File: src/rtl/cdb_pkg.sv
// cdb_pkg: shared definitions for the common data bus (CDB).
//   - arb_state_e : bus-owner FSM states
//   - CDB_TAG_W / CDB_NO_RS : RS tag width and the "no station" tag
//   - ADD_RS1..3 : adder reservation-station tags (shared with the RS blocks)
//   - HOLD_W : width of the grant hold counter (HOLD_CYCLES up to 15)
package cdb_pkg;

  typedef enum logic [1:0] {
    ARB_IDLE    = 2'd0,
    ARB_GRANT   = 2'd1,
    ARB_RELEASE = 2'd2
  } arb_state_e;

  localparam int CDB_TAG_W = 6;
  localparam logic [CDB_TAG_W-1:0] CDB_NO_RS = 6'b000000;

  localparam logic [CDB_TAG_W-1:0] ADD_RS1 = 6'd1;
  localparam logic [CDB_TAG_W-1:0] ADD_RS2 = 6'd2;
  localparam logic [CDB_TAG_W-1:0] ADD_RS3 = 6'd3;

  localparam int HOLD_W = 4;

endpackage

File: src/rtl/rr_picker.sv
// rr_picker: combinational round-robin selector.
//   req    [NUM_UNITS-1:0] : request vector
//   rr_ptr [ID_W-1:0]      : highest-priority index (must be < NUM_UNITS)
//   valid                  : any request present
//   winner [ID_W-1:0]      : first set bit scanning up from rr_ptr, wrapping
//   onehot [NUM_UNITS-1:0] : winner as one-hot (all zero when !valid)
module rr_picker #(
  parameter int NUM_UNITS = 4,
  parameter int ID_W      = 3
) (
  input  logic [NUM_UNITS-1:0] req,
  input  logic [ID_W-1:0]      rr_ptr,
  output logic                 valid,
  output logic [ID_W-1:0]      winner,
  output logic [NUM_UNITS-1:0] onehot
);

  logic [2*NUM_UNITS-1:0] req2;
  logic [2*NUM_UNITS-1:0] rot;
  logic [ID_W-1:0]        off;
  logic [ID_W:0]          sum;

  // Rotate the doubled vector so bit 0 is rr_ptr, find the first set offset,
  // then map the offset back to an absolute unit index modulo NUM_UNITS.
  always_comb begin
    req2  = {req, req};
    rot   = req2 >> rr_ptr;
    valid = |req;
    off   = '0;
    for (int j = NUM_UNITS-1; j >= 0; j--) begin
      if (rot[j]) off = ID_W'(j);
    end
    sum = {1'b0, rr_ptr} + {1'b0, off};
    if (sum >= (ID_W+1)'(NUM_UNITS)) sum = sum - (ID_W+1)'(NUM_UNITS);
    winner = sum[ID_W-1:0];
    onehot = '0;
    for (int i = 0; i < NUM_UNITS; i++) begin
      onehot[i] = valid && (winner == ID_W'(i));
    end
  end

endmodule

File: src/rtl/cdb_arbiter.sv
// cdb_arbiter: bus-owner side of the CDB handshake. Grants one functional
// unit at a time (round-robin) for HOLD_CYCLES cycles, then releases the bus
// for one turnaround cycle, and flags broadcast protocol violations.
//   clock, reset_n (async, active low)
//   CDB_rts    in  : request-to-send per unit
//   CDB_xmit   out : registered one-hot grant per unit
//   CDB_write  in  : bus write strobe seen on the shared CDB
//   CDB_source in  : RS tag currently on the CDB (monitored only)
//   bus_busy   out : high while a grant is active
//   grant_id   out : granted unit index, 0 when idle
//   protocol_error out : one-cycle registered violation pulse
// Optional statistics (macro CDB_ARB_STATS_EN): grant_count[15:0],
// busy_cycles[31:0], err_count[7:0], all saturating, cleared on reset.
module cdb_arbiter
  import cdb_pkg::*;
#(
  parameter int NUM_UNITS   = 4,
  parameter int HOLD_CYCLES = 2,
  parameter int ID_W        = 3
) (
  input  logic                 clock,
  input  logic                 reset_n,
  input  logic [NUM_UNITS-1:0] CDB_rts,
  output logic [NUM_UNITS-1:0] CDB_xmit,
  input  logic                 CDB_write,
  input  logic [CDB_TAG_W-1:0] CDB_source,
  output logic                 bus_busy,
  output logic [ID_W-1:0]      grant_id,
  output logic                 protocol_error
`ifdef CDB_ARB_STATS_EN
  ,
  output logic [15:0]          grant_count,
  output logic [31:0]          busy_cycles,
  output logic [7:0]           err_count
`endif
);

  localparam logic [HOLD_W-1:0] HOLD_INIT = HOLD_W'(HOLD_CYCLES-1);

  arb_state_e           state_q, state_d;
  logic [ID_W-1:0]      rr_ptr_q, rr_ptr_d;
  logic [HOLD_W-1:0]    hold_cnt_q, hold_cnt_d;
  logic [NUM_UNITS-1:0] xmit_q, xmit_d;
  logic [NUM_UNITS-1:0] last_q, last_d;
  logic [ID_W-1:0]      grant_id_q, grant_id_d;
  logic                 busy_q, busy_d;
  logic                 perr_q, perr_d;

  logic [NUM_UNITS-1:0] pick_req;
  logic [NUM_UNITS-1:0] pick_oh;
  logic [ID_W-1:0]      pick_id;
  logic                 pick_vld;
  logic                 in_grant;

  // The RELEASE cycle is the only turnaround cycle: the unit just released
  // is masked out there (it may still be clearing rts), and any other
  // requester is granted on the edge that leaves RELEASE, so back-to-back
  // grants start HOLD_CYCLES+1 cycles apart.
  assign pick_req = (state_q == ARB_RELEASE) ? (CDB_rts & ~last_q) : CDB_rts;
  assign in_grant = (state_q == ARB_GRANT);

  rr_picker #(
    .NUM_UNITS(NUM_UNITS),
    .ID_W     (ID_W)
  ) u_pick (
    .req   (pick_req),
    .rr_ptr(rr_ptr_q),
    .valid (pick_vld),
    .winner(pick_id),
    .onehot(pick_oh)
  );

  always_comb begin
    state_d    = state_q;
    rr_ptr_d   = rr_ptr_q;
    hold_cnt_d = hold_cnt_q;
    xmit_d     = xmit_q;
    last_d     = last_q;
    grant_id_d = grant_id_q;
    busy_d     = busy_q;

    // Violations: silent full-length grant, write without grant, null tag.
    perr_d = (in_grant && (hold_cnt_q == '0) && !CDB_write) ||
             (!in_grant && CDB_write) ||
             (in_grant && CDB_write && (CDB_source == CDB_NO_RS));

    case (state_q)
      ARB_IDLE, ARB_RELEASE: begin
        if (pick_vld) begin
          state_d    = ARB_GRANT;
          xmit_d     = pick_oh;
          grant_id_d = pick_id;
          busy_d     = 1'b1;
          hold_cnt_d = HOLD_INIT;
        end else begin
          state_d = ARB_IDLE;
        end
      end
      ARB_GRANT: begin
        // Full window done, or the owner withdrew its request early.
        if ((hold_cnt_q == '0) || !(|(CDB_rts & xmit_q))) begin
          state_d    = ARB_RELEASE;
          last_d     = xmit_q;
          xmit_d     = '0;
          busy_d     = 1'b0;
          grant_id_d = '0;
          hold_cnt_d = '0;
          rr_ptr_d   = (grant_id_q == ID_W'(NUM_UNITS-1)) ? '0 : grant_id_q + ID_W'(1);
        end else begin
          hold_cnt_d = hold_cnt_q - HOLD_W'(1);
        end
      end
      default: begin
        state_d    = ARB_IDLE;
        xmit_d     = '0;
        busy_d     = 1'b0;
        grant_id_d = '0;
        hold_cnt_d = '0;
      end
    endcase
  end

  always_ff @(posedge clock or negedge reset_n) begin
    if (!reset_n) begin
      state_q    <= ARB_IDLE;
      rr_ptr_q   <= '0;
      hold_cnt_q <= '0;
      xmit_q     <= '0;
      last_q     <= '0;
      grant_id_q <= '0;
      busy_q     <= 1'b0;
      perr_q     <= 1'b0;
    end else begin
      state_q    <= state_d;
      rr_ptr_q   <= rr_ptr_d;
      hold_cnt_q <= hold_cnt_d;
      xmit_q     <= xmit_d;
      last_q     <= last_d;
      grant_id_q <= grant_id_d;
      busy_q     <= busy_d;
      perr_q     <= perr_d;
    end
  end

  assign CDB_xmit       = xmit_q;
  assign bus_busy       = busy_q;
  assign grant_id       = grant_id_q;
  assign protocol_error = perr_q;

`ifdef CDB_ARB_STATS_EN
  logic [15:0] gcnt_q, gcnt_d;
  logic [31:0] bcyc_q, bcyc_d;
  logic [7:0]  ecnt_q, ecnt_d;
  logic        grant_evt;

  assign grant_evt = (state_d == ARB_GRANT) && (state_q != ARB_GRANT);

  always_comb begin
    gcnt_d = gcnt_q;
    bcyc_d = bcyc_q;
    ecnt_d = ecnt_q;
    if (grant_evt && (gcnt_q != '1)) gcnt_d = gcnt_q + 16'd1;
    if (busy_q    && (bcyc_q != '1)) bcyc_d = bcyc_q + 32'd1;
    if (perr_q    && (ecnt_q != '1)) ecnt_d = ecnt_q + 8'd1;
  end

  always_ff @(posedge clock or negedge reset_n) begin
    if (!reset_n) begin
      gcnt_q <= '0;
      bcyc_q <= '0;
      ecnt_q <= '0;
    end else begin
      gcnt_q <= gcnt_d;
      bcyc_q <= bcyc_d;
      ecnt_q <= ecnt_d;
    end
  end

  assign grant_count = gcnt_q;
  assign busy_cycles = bcyc_q;
  assign err_count   = ecnt_q;
`endif

endmodule

File: config.mk
export PLATFORM = sky130hd
export DESIGN_NAME = cdb_arbiter
export DESIGN_NICKNAME = d
export VERILOG_FILES = /design/src/rtl/cdb_pkg.sv /design/src/rtl/rr_picker.sv /design/src/rtl/cdb_arbiter.sv
export SDC_FILE = /design/constraint.sdc
export NUM_CORES = 1
export LEC_CHECK = 0
export CAP_MARGIN = 20
export CORE_UTILIZATION = 46
export DETAILED_ROUTE_END_ITERATION = 8
export PLACE_DENSITY = 0.78
export SETUP_SLACK_MARGIN = 0.4
export SYNTH_ARGS = -nofsm -noshare
export SYNTH_HDL_FRONTEND = slang
export SYNTH_SLANG_ARGS = --single-unit
File: constraint.sdc
create_clock -name clock -period 2.6 [get_ports clock]
set_input_delay 0.26 -clock clock [delete_from_list [all_inputs] [get_ports clock]]
set_output_delay 0.26 -clock clock [all_outputs]
set_load 0.1 [all_outputs]
Word level (Yosys, flattened, before mapping)
Index checks and enable logic that the tools add are counted.

storage, ports and cells
  word-level logic and storage cells = 71
  output and inout bits = 9
  flip-flop bits (word level) = 22
  bits of input ports = 13

operators by class
  $lt $le $gt $ge = 1
  shift-type cells = 1
  reductions and logical operators = 24
  equal/unequal tests = 8
  bitwise logic cells = 3
  $add $sub $neg = 4
  multiplexer cells = 22

operators by type and width
  operator                                                                count
  4-bit 2-to-1 mux                                                        5
  4-bit case mux with 2 select lines                                      2
  3-bit 2-to-1 mux                                                        4
  2-bit 2-to-1 mux                                                        5
  3-bit by 2-bit equality test with 1-bit output (second input constant)  3
  1-bit logical AND                                                       9
  4-bit bitwise AND                                                       2
  4-bit OR reduction                                                      2
  8-bit by 3-bit >> shifter with 4-bit output                             1
  6-bit zero test                                                         1
  3-bit case mux with 2 select lines                                      1
  3-bit by 2-bit adder with 4-bit output                                  1
  4-bit by 3-bit >= comparator with 1-bit output (second input constant)  1
  4-bit zero test                                                         1
  4-bit inverter                                                          1
  2-bit case mux with 2 select lines                                      1
  2-bit AND reduction                                                     2
  4-bit by 1-bit subtractor with 4-bit output (second input constant)     1
  3-bit by 1-bit adder with 3-bit output (second input constant)          1
  3-bit by 1-bit equality test with 1-bit output (second input constant)  1
  1-bit zero test                                                         3
  3-bit zero test                                                         1
  1-bit logical OR                                                        3
  1-bit 2-to-1 mux                                                        3
  other kinds (8)                                                         8

Depth between registers and ports, before layout
Gate-level depths: netlist of the first run.

  depth in word-level cells = 15
  mapped depth = 13
  mapped depth without buffers = 12

Cells and area by module
From an unflattened synthesis of the first run, not the netlist that was laid out.

second synthesis, totals
  cells, all modules = 125
  area, all modules = 1336.3 um^2

modules (own cells, without submodules)
  module       cells each  area an instance (um^2)  instances  sequential area each (um^2)
  cdb_arbiter  92          1093.5                   1          550.5
  rr_picker    33          242.7                    1          0.0

Least setup slack after synthesis of the first run
No wires, ideal clock.

  path type = register -> register
  start point = register state_q[0]
  end point = register xmit_q[1], in the netlist CDB_xmit[1]
  buffers on the path = 0
  arrival = 2603 ps
  setup time = 78 ps
  clock period less this slack = 2681 ps
  stages on the path, launching flop included = 13
  required time = 2522 ps
  setup slack = -81 ps
  path through = dfrtp_1 -> nand3b_1 -> a32o_1 -> o2bb2ai_1 -> o21ba_2 -> a31o_2 -> ha_1 -> fa_1 -> nand2_1 -> nor2_1 -> a211oi_1 -> nand2_1 -> o2bb2ai_1

on the way
  longest elaborated chain between the ends = 14
  elaborated cells between the ends (all ways) = 22
  those cells by class = add/sub (2); order compare (1); eq/ne (5); shift (1); mux (8); reduce/logical (5)

RTL lines
  item                                                                                       RTL line                              text
  start: declaration                                                                         cdb_arbiter.sv:40                     arb_state_e state_q, state_d;
  start signal: assignment                                                                   cdb_arbiter.sv:134                    state_q <= state_d;
  2-bit equality test                                                                        cdb_arbiter.sv:59, cdb_arbiter.sv:87
  4-bit 2-to-1 mux                                                                           cdb_arbiter.sv:59                     assign pick_req = (state_q == ARB_RELEASE) ? (CDB_rts & ~last_q) : CDB_rts;
  8-bit by 3-bit >> shifter with 4-bit output                                                rr_picker.sv:27                       rot = req2 >> rr_ptr;
  2-bit 2-to-1 mux (4 in a row)                                                              rr_picker.sv:31                       if (rot[j]) off = ID_W'(j);
  3-bit by 2-bit adder with 4-bit output                                                     rr_picker.sv:33                       sum = {1'b0, rr_ptr} + {1'b0, off};
  4-bit by 3-bit >= comparator with 1-bit output / 3-bit subtractor (equally long branches)  rr_picker.sv:34                       if (sum >= (ID_W+1)'(NUM_UNITS)) sum = sum - (ID_W+1)'(NUM_UNITS);
  3-bit 2-to-1 mux                                                                           rr_picker.sv:34
  3-bit by 1-bit equality test with 1-bit output                                             rr_picker.sv:38                       onehot[i] = valid && (winner == ID_W'(i));
  1-bit logical AND                                                                          rr_picker.sv:38
  4-bit 2-to-1 mux                                                                           cdb_arbiter.sv:89                     if (pick_vld) begin
  4-bit case mux with 2 select lines                                                         cdb_arbiter.sv:87                     case (state_q)
  end signal: assignment                                                                     cdb_arbiter.sv:137                    xmit_q <= xmit_d;
  end: declaration                                                                           cdb_arbiter.sv:43                     logic [NUM_UNITS-1:0] xmit_q, xmit_d;

Parallel ways exist; a longest one is shown, timed or not. The select of a mux whose other input is x is not followed.
A chain may end at the register's enable or synchronous reset.

Worst setup path after layout of the first run
  start point = register state_q[0]
  end point = register grant_id_q[2], in the netlist grant_id[2]

on the way
  longest elaborated chain between the ends = 12
  elaborated cells between the ends (all ways) = 20
  those cells by class = add/sub (2); order compare (1); eq/ne (4); shift (1); mux (8); reduce/logical (4)

RTL lines
  item                                                                                       RTL line                              text
  2-bit equality test                                                                        cdb_arbiter.sv:59, cdb_arbiter.sv:87
  4-bit 2-to-1 mux                                                                           cdb_arbiter.sv:59
  8-bit by 3-bit >> shifter with 4-bit output                                                rr_picker.sv:27
  2-bit 2-to-1 mux (4 in a row)                                                              rr_picker.sv:31
  3-bit by 2-bit adder with 4-bit output                                                     rr_picker.sv:33
  4-bit by 3-bit >= comparator with 1-bit output / 3-bit subtractor (equally long branches)  rr_picker.sv:34
  3-bit 2-to-1 mux                                                                           rr_picker.sv:34
  3-bit 2-to-1 mux                                                                           cdb_arbiter.sv:89
  3-bit case mux with 2 select lines                                                         cdb_arbiter.sv:87
  end signal: assignment                                                                     cdb_arbiter.sv:139                    grant_id_q <= grant_id_d;
  end: declaration                                                                           cdb_arbiter.sv:45                     logic [ID_W-1:0] grant_id_q, grant_id_d;

Parallel ways exist; a longest one is shown, timed or not. The select of a mux whose other input is x is not followed.

==> results of run 1 <==
## cells by family (layout without fill, tap and decap cells)
family / count (synthesis) / after routing
and+or+nand+nor: 41 / 41
AOI/OAI and AO/OA: 39 / 39
DFF: 22 / 22
buffers and inverters: 11 / 53
adders and majority gates: 6 / 6
muxes: 4 / 4
xor gates and xnor gates: 1 / 1
## what timing repair did
action,4_1_cts,5_1_grt
buffers inserted,2,5
resized for setup,1,9
pin swaps,4,3
setup endpoints to repair,6,6
## state kept, by name (all words and copies together) (netlist names)
register	count
bus_busy	1
rr_ptr_q	3
grant_id	3
protocol_error	1
CDB_xmit	4
last_q	4
hold_cnt_q	4
state_q	2
## stage by stage
step / total power [mW] / utilization / hold WS [ns] / setup slack, ns
floorplan: 1.58 / - / -0.0356 / 0.162
global placement: 1.86 / 0.639 / 0.462 / -0.119
detailed placement: 1.92 / 0.639 / 0.471 / -0.215
CTS: 2.19 / 0.667 / 0.287 / -0.0456
global route: 2.46 / 0.700 / 0.310 / -0.147
finish: 2.30 / 0.700 / 0.283 / -0.0767
## power by group through the flow
stage | logic (mW) | clock network [mW] | registers [mW]
after floorplan | 0.729 | 0 | 0.854
after global placement | 1.27 | 0 | 0.588
after detailed placement | 1.33 | 0 | 0.594
after CTS | 1.34 | 0.264 | 0.588
after global routing | 1.57 | 0.278 | 0.610
final | 1.45 | 0.260 | 0.591
## worst max-delay path, stage by stage, from the launching register on
cell and delay (ns):
dfrtp_2 0.46, nand3b_1 0.27, a31oi_2 0.24, o2bb2ai_4 0.14
o21ba_4 0.17, a31o_4 0.21, ha_4 0.16, fa_2 0.35
nand2_2 0.09, nor2_4 0.05, buf_4 0.13, buf_4 0.12
a22o_1 0.19
## synth_stat cells, types with 2 or more instances
library cell	instances
o21ai_0	6
o211ai_1	3
nand2_1	14
nand3_1	2
and2_1	3
nor2b_1	3
a21o_1	2
nor3_1	3
a31oi_1	3
ha_1	5
nand3b_1	5
a22oi_1	3
a32o_2	2
a32o_1	3
a21oi_1	5
o2bb2ai_1	2
nor2_1	5
a22o_1	4
inv_1	9
dfrtp_1	22
mux2_2	4
## final timing paths
path | endpoint | slack, ns | cells past startpoint
max in group asynchronous | state_q[1] | 2.07 | 2
worst max register to register | grant_id[2] | -0.08 | 12
min in group clock | bus_busy | 0.50 | 1
worst min-delay path | CDB_xmit[2] | 0.28 | 2
worst min register to register | bus_busy | 0.50 | 1
worst max-delay path | grant_id[2] | -0.08 | 12
## area by class of cell
cell class / instances / area, um2 / area share
Sequential cell: 22 / 554 / 0.317
Timing Repair Buffer: 40 / 330 / 0.189
Clock inverter: 1 / 30.0 / 0.0172
Inverter: 9 / 33.8 / 0.0193
Multi-Input combinational cell: 91 / 741 / 0.423
Tap cell: 30 / 37.5 / 0.0215
Clock buffer: 3 / 22.5 / 0.0129
## layout by cell type (no fill, tap or decap), types with 3 or more instances in the layout
cell and count:
a21oi_1 3, a22o_1 4, a22oi_1 3, a32o_2 3
and2_1 3, buf_4 28, clkbuf_4 3, clkdlybuf4s50_1 12
dfrtp_1 19, dfrtp_2 3, ha_1 4, inv_1 9
mux2_2 4, nand2_1 13, nand3b_1 5, nor2_1 4
nor2b_1 3, nor3_1 3, o211ai_1 3, o21ai_0 5
## routing by layer
| metal | wire, um | vias up | GRT usage |
|---|---|---|---|
| li1 | - | 546 | - |
| met1 | 1400 | 577 | 0.318 |
| met3 | 37 | 6 | 0.0169 |
| met2 | 1580 | 18 | 0.387 |
| met5 | 0 | - | 0 |
| met4 | 53 | 0 | 0.101 |
==> flow_metrics.py, run 1 <==
metrics = {
    "timing": {
        "fin_crit_sh": 1.03,
        "final.setup.tns_ns": -0.167,
        "max_slew_margin": 0.730,
        "rsz0062_at_grt": "true",
        "finalMaxSlewViolations": 0,
        "max_freq_mhz": 374,
        "fin_skew_ns": 0.00854,
        "finalSetupViolCount": 5,
        "setup_ws_ns": -0.0767,
        "final_hold_viol_count": 0,
        "min_period_ns": 2.68,
        "tightest_slew_ns": 0.405,
    },
    "synthesis": {
        "syn_area_per_cell_um2": 9.98,
        "synth_top_area_share": 0.445,
        "synth_compound_area_frac": 0.235,
        "netlist_instances": 124,
        "synth.area.mux_share": 0.0364,
        "synth-xor-area-share": 0.00708,
        "synth_top_family_by_area": "compound AO/OA/AOI/OAI gates",
        "synth_nets": 143,
        "synth_simple_gate_area_frac": 0.173,
        "synth_top_cell_by_area": "dfrtp_1",
        "yosysUniqueCellTypes": 37,
        "synth_edf_count": 0,
        "yosys.area_share.adder": 0.0667,
        "yosys_warnings": 0,
        "synth_area_um2": 1240,
        "ys_seq_elements": 22,
        "synth_flop_cell": "dfrtp_1",
        "seq_area_frac_synth": 0.445,
        "synthTopCellsByArea": "dfrtp_1 44%, ha_1 5.1%, nand2_1 4.2%, mux2_2 3.6%, nand3b_1 3.0%",
        "async_flop_share": 1.00,
    },
    "pwr": {
        "ir_drop_mv": 0.934,
        "clkPwrFrac": 0.113,
        "comb_power_share": 0.631,
        "power.density_nw_per_um2": 1320,
        "p_int_mw": 1.24,
        "p_sw_mw": 1.07,
        "swShare": 0.463,
        "p_seq_frac": 0.257,
        "p_leak_nw": 0.793,
    },
    "worst_hold_path": {
        "hold_path.class": "in -> async",
    },
    "floorplanning": {
        "coreArea_um2": 2500,
        "dieArea_um2": 2900,
        "start_util": 0.495,
        "rows": 18,
        "die_y_um": 53.9,
        "die_x_um": 53.9,
        "pin_count": 22,
    },
    "grt": {
        "grt_pass1_wl_um": 4930,
        "grt_max_degree": 23,
        "grt_overflow": 0,
        "antenna_found_initial": 0,
        "grt_pass1_vias": 1076,
        "grt_util_all_layers": 0.236,
    },
    "cells_and_area": {
        "drive_above_1_share": 0.343,
        "syn_to_final_growth_pct": 41.4,
        "antenna_cells": 0,
        "finalInstanceArea_um2": 1750,
        "num-fill-cells": 190,
        "fin_nets": 186,
        "final_cells": 196,
    },
    "setup_path": {
        "cp-startpoint": "state_q[0]",
        "r2r_start": "state_q[0]",
        "path_class": "reg -> reg",
        "critical_path_required_ns": 2.81,
        "cp_max_fo": 6,
        "crit_path_start_kind": "register",
        "crit_path_end_kind": "register",
        "crit_arrival_ns": 2.89,
    },
    "clocking": {
        "ctsHoldBuffers": 0,
        "insertion_delay_ns": 0.30,
        "tritoncts": "done",
        "cts.clk_slew.worst_paths_ns": 0.13,
        "numCtsBuffers": 3,
        "h-tree-depth": 1,
        "clockBufferDepth": 2,
        "cts_root_buffer": "clkbuf_4",
        "cts_sinks": 22,
    },
    "routing": {
        "drtAntennaViolNets": 0,
        "via_count": 1147,
        "drc": 0,
        "via_per_inst": 5.85,
        "first_pass_iters": 4,
        "wl_per_cell_um": 15.6,
        "first_iter_violations": 34,
        "totalWireLength_um": 3070,
    },
    "placement": {
        "port_buffers": 21,
        "dp_hpwl_um": 2370,
        "dp.cells": 185,
        "dpl_cell_area_um2": 1600,
        "routabilityCongestion": 0.804,
    },
    "job": {
        "drv_cap": 0,
    },
    "outcome": {
        "status": "finished with violations",
        "violations": "negative setup slack",
    },
}
Power figures use the tool's default switching activity.
==> run 2: changes to the inputs <==
ABC_AREA = 1   (was unset)
CAP_MARGIN = 10   (was 20)
CORE_UTILIZATION = 47   (was 46)
PLACE_DENSITY = 0.79   (was 0.78)
SKIP_CTS_REPAIR_TIMING = 1   (was unset)
==> run 2 against run 1 <==
Via count up 16%. Total power rose by 4.5%. Highest routed layer unchanged. Clock power rose by 3%. Non-clock buffer count shrank 4. Routed wire length grew 16%. The run now ends clean. Register-to-register slack better by 0.26 ns. First-iteration DRC count increased by 76%. Largest cell class unchanged. Largest power group unchanged. Sequential share of layout area is 1.2 points lower. Hold slack worse by 0.025 ns. Die area is 1.5% higher.
==> flow_metrics.py, run 2 <==
metrics = {
    "timing": {
        "max_freq_mhz": 414,
        "fin_skew_ns": 0.00331,
        "rsz0062_at_grt": "true",
        "final.setup.tns_ns": 0,
        "finalMaxSlewViolations": 0,
        "min_period_ns": 2.42,
        "finalSetupViolCount": 0,
        "hold_ws_ns": 0.259,
        "final_hold_viol_count": 0,
        "max_slew_margin": 0.798,
        "tightest_slew_ns": 0.301,
        "setup_ws_ns": 0.185,
        "fin_crit_sh": 0.929,
    },
    "placement": {
        "dpl_cell_area_um2": 1630,
        "port_buffers": 21,
        "dp.cells": 221,
        "dp_hpwl_um": 2530,
        "dp_slack_ns": -0.0800,
        "routabilityCongestion": 0.827,
    },
    "setup_path": {
        "path_buf_inv": 2,
        "rr_endpoint": "CDB_xmit[0]",
        "reg2regPathDepth": 15,
        "cp-startpoint": "state_q[1]",
        "crit_path_start_kind": "register",
        "critical_path_required_ns": 2.86,
        "path_class": "reg -> reg",
        "rrSetupSlack_ns": 0.18,
        "crit_chain": "nand3_4 > nand3_2 > nand2_2 > buf_4 > inv_1 > nand2_1 > nand2_1 > o21ai_1 > a21oi_2 > ha_1 > a21oi_2 > nor2_2 > or2_4 > or2_4 > o21ai_2",
        "crit_arrival_ns": 2.68,
        "cpMaxStageDelayCell": "dfrtp_2",
        "cp_max_fo": 6,
        "cp_top_family": "simple AND/OR/NAND/NOR gates",
        "crit_path_end_kind": "register",
        "path_depth": 15,
        "r2r_start": "state_q[1]",
        "crit_path_end": "CDB_xmit[0]",
        "slowest_delay_ns": 0.53,
    },
    "synthesis": {
        "ys_seq_elements": 22,
        "synthTopCellsByArea": "dfrtp_1 43%, nand2_1 15%, nand3_1 8.6%, ha_1 4.9%, nor2_1 4.4%",
        "synth.most_common_cell": "nand2_1",
        "syn_area_per_cell_um2": 7.83,
        "synth_area_um2": 1280,
        "synth_flop_cell": "dfrtp_1",
        "seq_area_frac_synth": 0.429,
        "synth_edf_count": 0,
        "synth_top_cell_by_area": "dfrtp_1",
        "async_flop_share": 1.00,
        "synthTopCellsByCount": "52 x nand2_1, 22 x dfrtp_1, 22 x nand3_1, 15 x nor2_1, 10 x inv_1",
        "synth_nets": 183,
        "yosys_warnings": 0,
        "synth_top_area_share": 0.429,
        "netlist_instances": 164,
        "yosysUniqueCellTypes": 25,
    },
    "outcome": {
        "status": "completed",
    },
    "routing": {
        "wl_per_cell_um": 15.2,
        "via_per_inst": 5.67,
        "totalWireLength_um": 3560,
        "via_count": 1326,
        "drtAntennaViolNets": 0,
        "drc": 0,
        "first_pass_iters": 4,
        "first_iter_violations": 60,
    },
    "cells_and_area": {
        "antenna_cells": 0,
        "syn_to_final_growth_pct": 41.6,
        "finalInstanceArea_um2": 1820,
        "drive_above_1_share": 0.338,
        "fin_nets": 224,
        "fin_util": 0.721,
        "final_cells": 234,
        "layout_commonest_cell": "nand2_1",
        "layout_common_cells": "49 x nand2_1, 24 x buf_4, 19 x dfrtp_1",
    },
    "clocking": {
        "cts.clk_slew.worst_paths_ns": 0.13,
        "insertion_delay_ns": 0.32,
        "cts_root_buffer": "clkbuf_4",
        "numCtsBuffers": 3,
        "clockBufferDepth": 2,
        "h-tree-depth": 1,
        "tritoncts": "done",
        "cts_sinks": 22,
    },
    "floorplanning": {
        "die_y_um": 54.3,
        "start_util": 0.509,
        "rows": 18,
        "die_x_um": 54.3,
        "coreArea_um2": 2520,
        "pin_count": 22,
        "dieArea_um2": 2940,
    },
    "grt": {
        "grt_util_all_layers": 0.269,
        "antenna_found_initial": 0,
        "grt_pass1_vias": 1182,
        "grt_max_degree": 23,
        "grt_pass1_wl_um": 5420,
        "grt_overflow": 0,
    },
    "pwr": {
        "total_power_mw": 2.41,
        "power.density_nw_per_um2": 1320,
        "p_leak_nw": 0.867,
        "ir_drop_mv": 1.18,
    },
    "worst_hold_path": {
        "hold_path.class": "in -> async",
    },
    "job": {
        "drv_cap": 0,
    },
}
run 2: cell families after synthesis:
logic type | Yosys count | share of synthesized area
AO/OA/AOI/OAI | 17 | 0.0760
adder cells (fa/ha/maj) | 6 | 0.0643
buffers and inverters | 12 | 0.0351
flip-flops | 22 | 0.429
AND/OR/NAND/NOR | 107 | 0.396
run 2: how the worst min path moves through the flow:
stage | slack (ns) | start | end
finish | 0.26 | reset_n | grant_id[2]
global route | 0.28 | reset_n | bus_busy
CTS | 0.27 | reset_n | grant_id[2]
detailed placement | 0.47 | bus_busy | bus_busy
global placement | 0.46 | bus_busy | bus_busy
floorplan | -0.04 | reset_n | CDB_xmit[0]
run 2: layer usage:
layer	share of wire	GRT usage
met1	0.41	0.349
met2	0.52	0.427
met3	0.051	0.0694
met4	0.016	0.111
met5	0	0
run 2: worst reg2reg max path, stage by stage (launching register included):
cell	delay, ns
dfrtp_2	0.53
nand3_4	0.13
nand3_2	0.09
nand2_2	0.07
buf_4	0.14
inv_1	0.04
nand2_1	0.04
nand2_1	0.05
o21ai_1	0.07
a21oi_2	0.17
ha_1	0.27
a21oi_2	0.15
nor2_2	0.06
or2_4	0.22
or2_4	0.22
o21ai_2	0.10
run 2: layout make-up:
| class | instances | area (um2) |
|---|---|---|
| repair buffers | 36 | 300 |
| inverters | 12 | 50.0 |
| clock buffers | 3 | 22.5 |
| clock inverters | 1 | 30.0 |
| multi-input cells | 130 | 823 |
| well taps | 30 | 37.5 |
| flip-flops and latches | 22 | 554 |
| fillers | 185 | 704 |
run 2: where the power goes:
group	internal [mW]	total (mW)	switching, mW
Sequential	0.468	0.612	0.143
Clock	0.156	0.268	0.112
Combinational	0.557	1.53	0.972
Total	1.18	2.41	1.23
==> RTL edit, RTL diff (settings of run 2) <==
The 3 states of `arb_state_e` get a one-hot encoding in 3 bits.
--- a/src/rtl/cdb_pkg.sv
+++ b/src/rtl/cdb_pkg.sv
@@ -6,8 +6,8 @@
 package cdb_pkg;
 
-  typedef enum logic [1:0] {
-    ARB_IDLE    = 2'd0,
-    ARB_GRANT   = 2'd1,
-    ARB_RELEASE = 2'd2
+  typedef enum logic [2:0] {
+    ARB_IDLE    = 3'b001,
+    ARB_GRANT   = 3'b010,
+    ARB_RELEASE = 3'b100
   } arb_state_e;
 
Formal check against the unedited RTL: same outputs for any inputs over 10 cycles, from zero or initial values and one cycle with reset_n low; not proved beyond that.
==> RTL edit against run 2 <==
  * Critical path depth is 2 lower
  * Critical path type unchanged
  * Sequential share of layout area up 4.3 points
  * Sequential cell count increased by 1
  * Count of clock-buffer cells in the layout is the same
  * Setup slack gained 32 ps
  * Cell area shrank 8.3%
  * Routed wire length decreased by 17%
  * Total power down 16%
  * Largest power group unchanged
  * Area after synthesis rose by 0.39%
==> RTL edit: results (changes against run 2) <==
- Run status: finished, final reports clean (unchanged)
- Avg Cell Area, Syn: 8.16 µm² (was 7.83 µm²)
- Pleak: 0.000794 µW (was 0.000867 µW)
- Vias in the first global route: 1076 (was 1182)
- Largest net degree at the start of global routing: 24 (was 23)
- Crit path max fanout: 5 (was 6)
- Clock-net power: 171 µW (was 268 µW)
- Synth top cells by count: nand2_1 (53), dfrtp_1 (22), nand3_1 (19) (was nand2_1 (52), dfrtp_1 (22), nand3_1 (22))
- WP data arrival: 2630 ps (was 2680 ps)
- Total GRT Usage: 21.9% (was 26.9%)
- First-pass GRT wire length: 4600 µm (was 5420 µm)
- GPL Wtd Cong: 0.833 (was 0.827)
- Clk slew on worst S/H paths: 130 ps (about the same)
- Syn_nets: 176 (was 183)
- WHS: 277 ps (was 259 ps)
- Power Density: 1220 nW/µm² (was 1320 nW/µm²)
- Placed cell area: 1520 µm² (was 1630 µm²)
- R2R Setup Slk: 220 ps (was 180 ps)
- WL/cell: 13.6 µm (was 15.2 µm)
- Fill count: 187 (was 185)
- Fmax: 420 MHz (was 414 MHz)
- Layout cells sized above 1: 26.9% (was 33.8%)
- Clock Tree Root: clkbuf_4 (unchanged)
- Max-slew headroom: 73.4% (was 79.8%)
- DRT Wirelength: 2950 µm (was 3560 µm)
- Worst Skew: 2.27 ps (was 3.31 ps)
- Max IR drop VDD: 0.984 mV (was 1.18 mV)
- Unique masters post-synth: 29 (was 25)
- Share of the yosys chip area belonging to registers: 44.8% (was 42.9%)
- HPWL after DPL: 2220 µm (was 2530 µm)
- Synth top area cells: dfrtp_1 (43%), nand2_1 (15%), nand3_1 (7.4%), o21ai_0 (4.3%), inv_1 (4.1%) (was dfrtp_1 (43%), nand2_1 (15%), nand3_1 (8.6%), ha_1 (4.9%), nor2_1 (4.4%))
- Via count: 1170 (was 1326)
- Dpl ws: 108 ps (was -80.0 ps)
==> RTL edit: changes by cell type after synthesis, sizes merged, moves of 2 or more <==
cell,delta
inv,+2
nor2,-6
nand4,-2
nand3,-5
or2,-3
o21ai,+5
==> RTL edit: cell type report <==
cell class / count / area, µm² / share of cell area (%)
clock buffer: 3 / 22.5 / 1.35
clock inverter: 1 / 7.51 / 0.450
tap: 30 / 37.5 / 2.25
inverter: 14 / 52.6 / 3.15
multi-input combinational: 120 / 749 / 45.0
sequential: 23 / 579 / 34.8
timing repair buffer: 25 / 218 / 13.1
==> RTL edit: logic make-up after synthesis <==
logic type               count (synthesis)  synth area share [%]
AND/OR/NAND/NOR                         90                  32.4
AO/OA/AOI/OAI                           23                  11.6
flip-flops                              23                  44.8
buffers and inverters                   15                  4.47
adder cells (fa/ha/maj)                  5                  5.44
XOR/XNOR                                 2                  1.36
==> RTL edit: critical path, stage by stage, from the launching register on <==
cell and delay, ps:
dfstp_2 610, nor2_4 70, nand3_2 90, nand2_2 80, o21ai_2 170, nand2_1 70, nand2_1 80, nand2_1 70
a21oi_2 110, ha_2 200, fa_2 470, inv_2 90, nand3_1 70, o21ai_1 140
==> RTL edit: final timing paths <==
kind	startpoint	end	cells after the start
min reg2reg	bus_busy	bus_busy	2
min	reset_n	protocol_error	2
max	state_q[0]	CDB_xmit[1]	13
min in group clock	bus_busy	bus_busy	2
max in group asynchronous	reset_n	state_q[0]	2
max reg2reg	state_q[0]	CDB_xmit[1]	13
==> RTL edit: layer usage <==
| metal | share of wire [%] | GRT usage [%] |
|---|---|---|
| met1 | 45 | 28.6 |
| met2 | 52 | 35.8 |
| met3 | 2.7 | 3.61 |
| met4 | 0.34 | 8.97 |
| met5 | 0 | 0 |
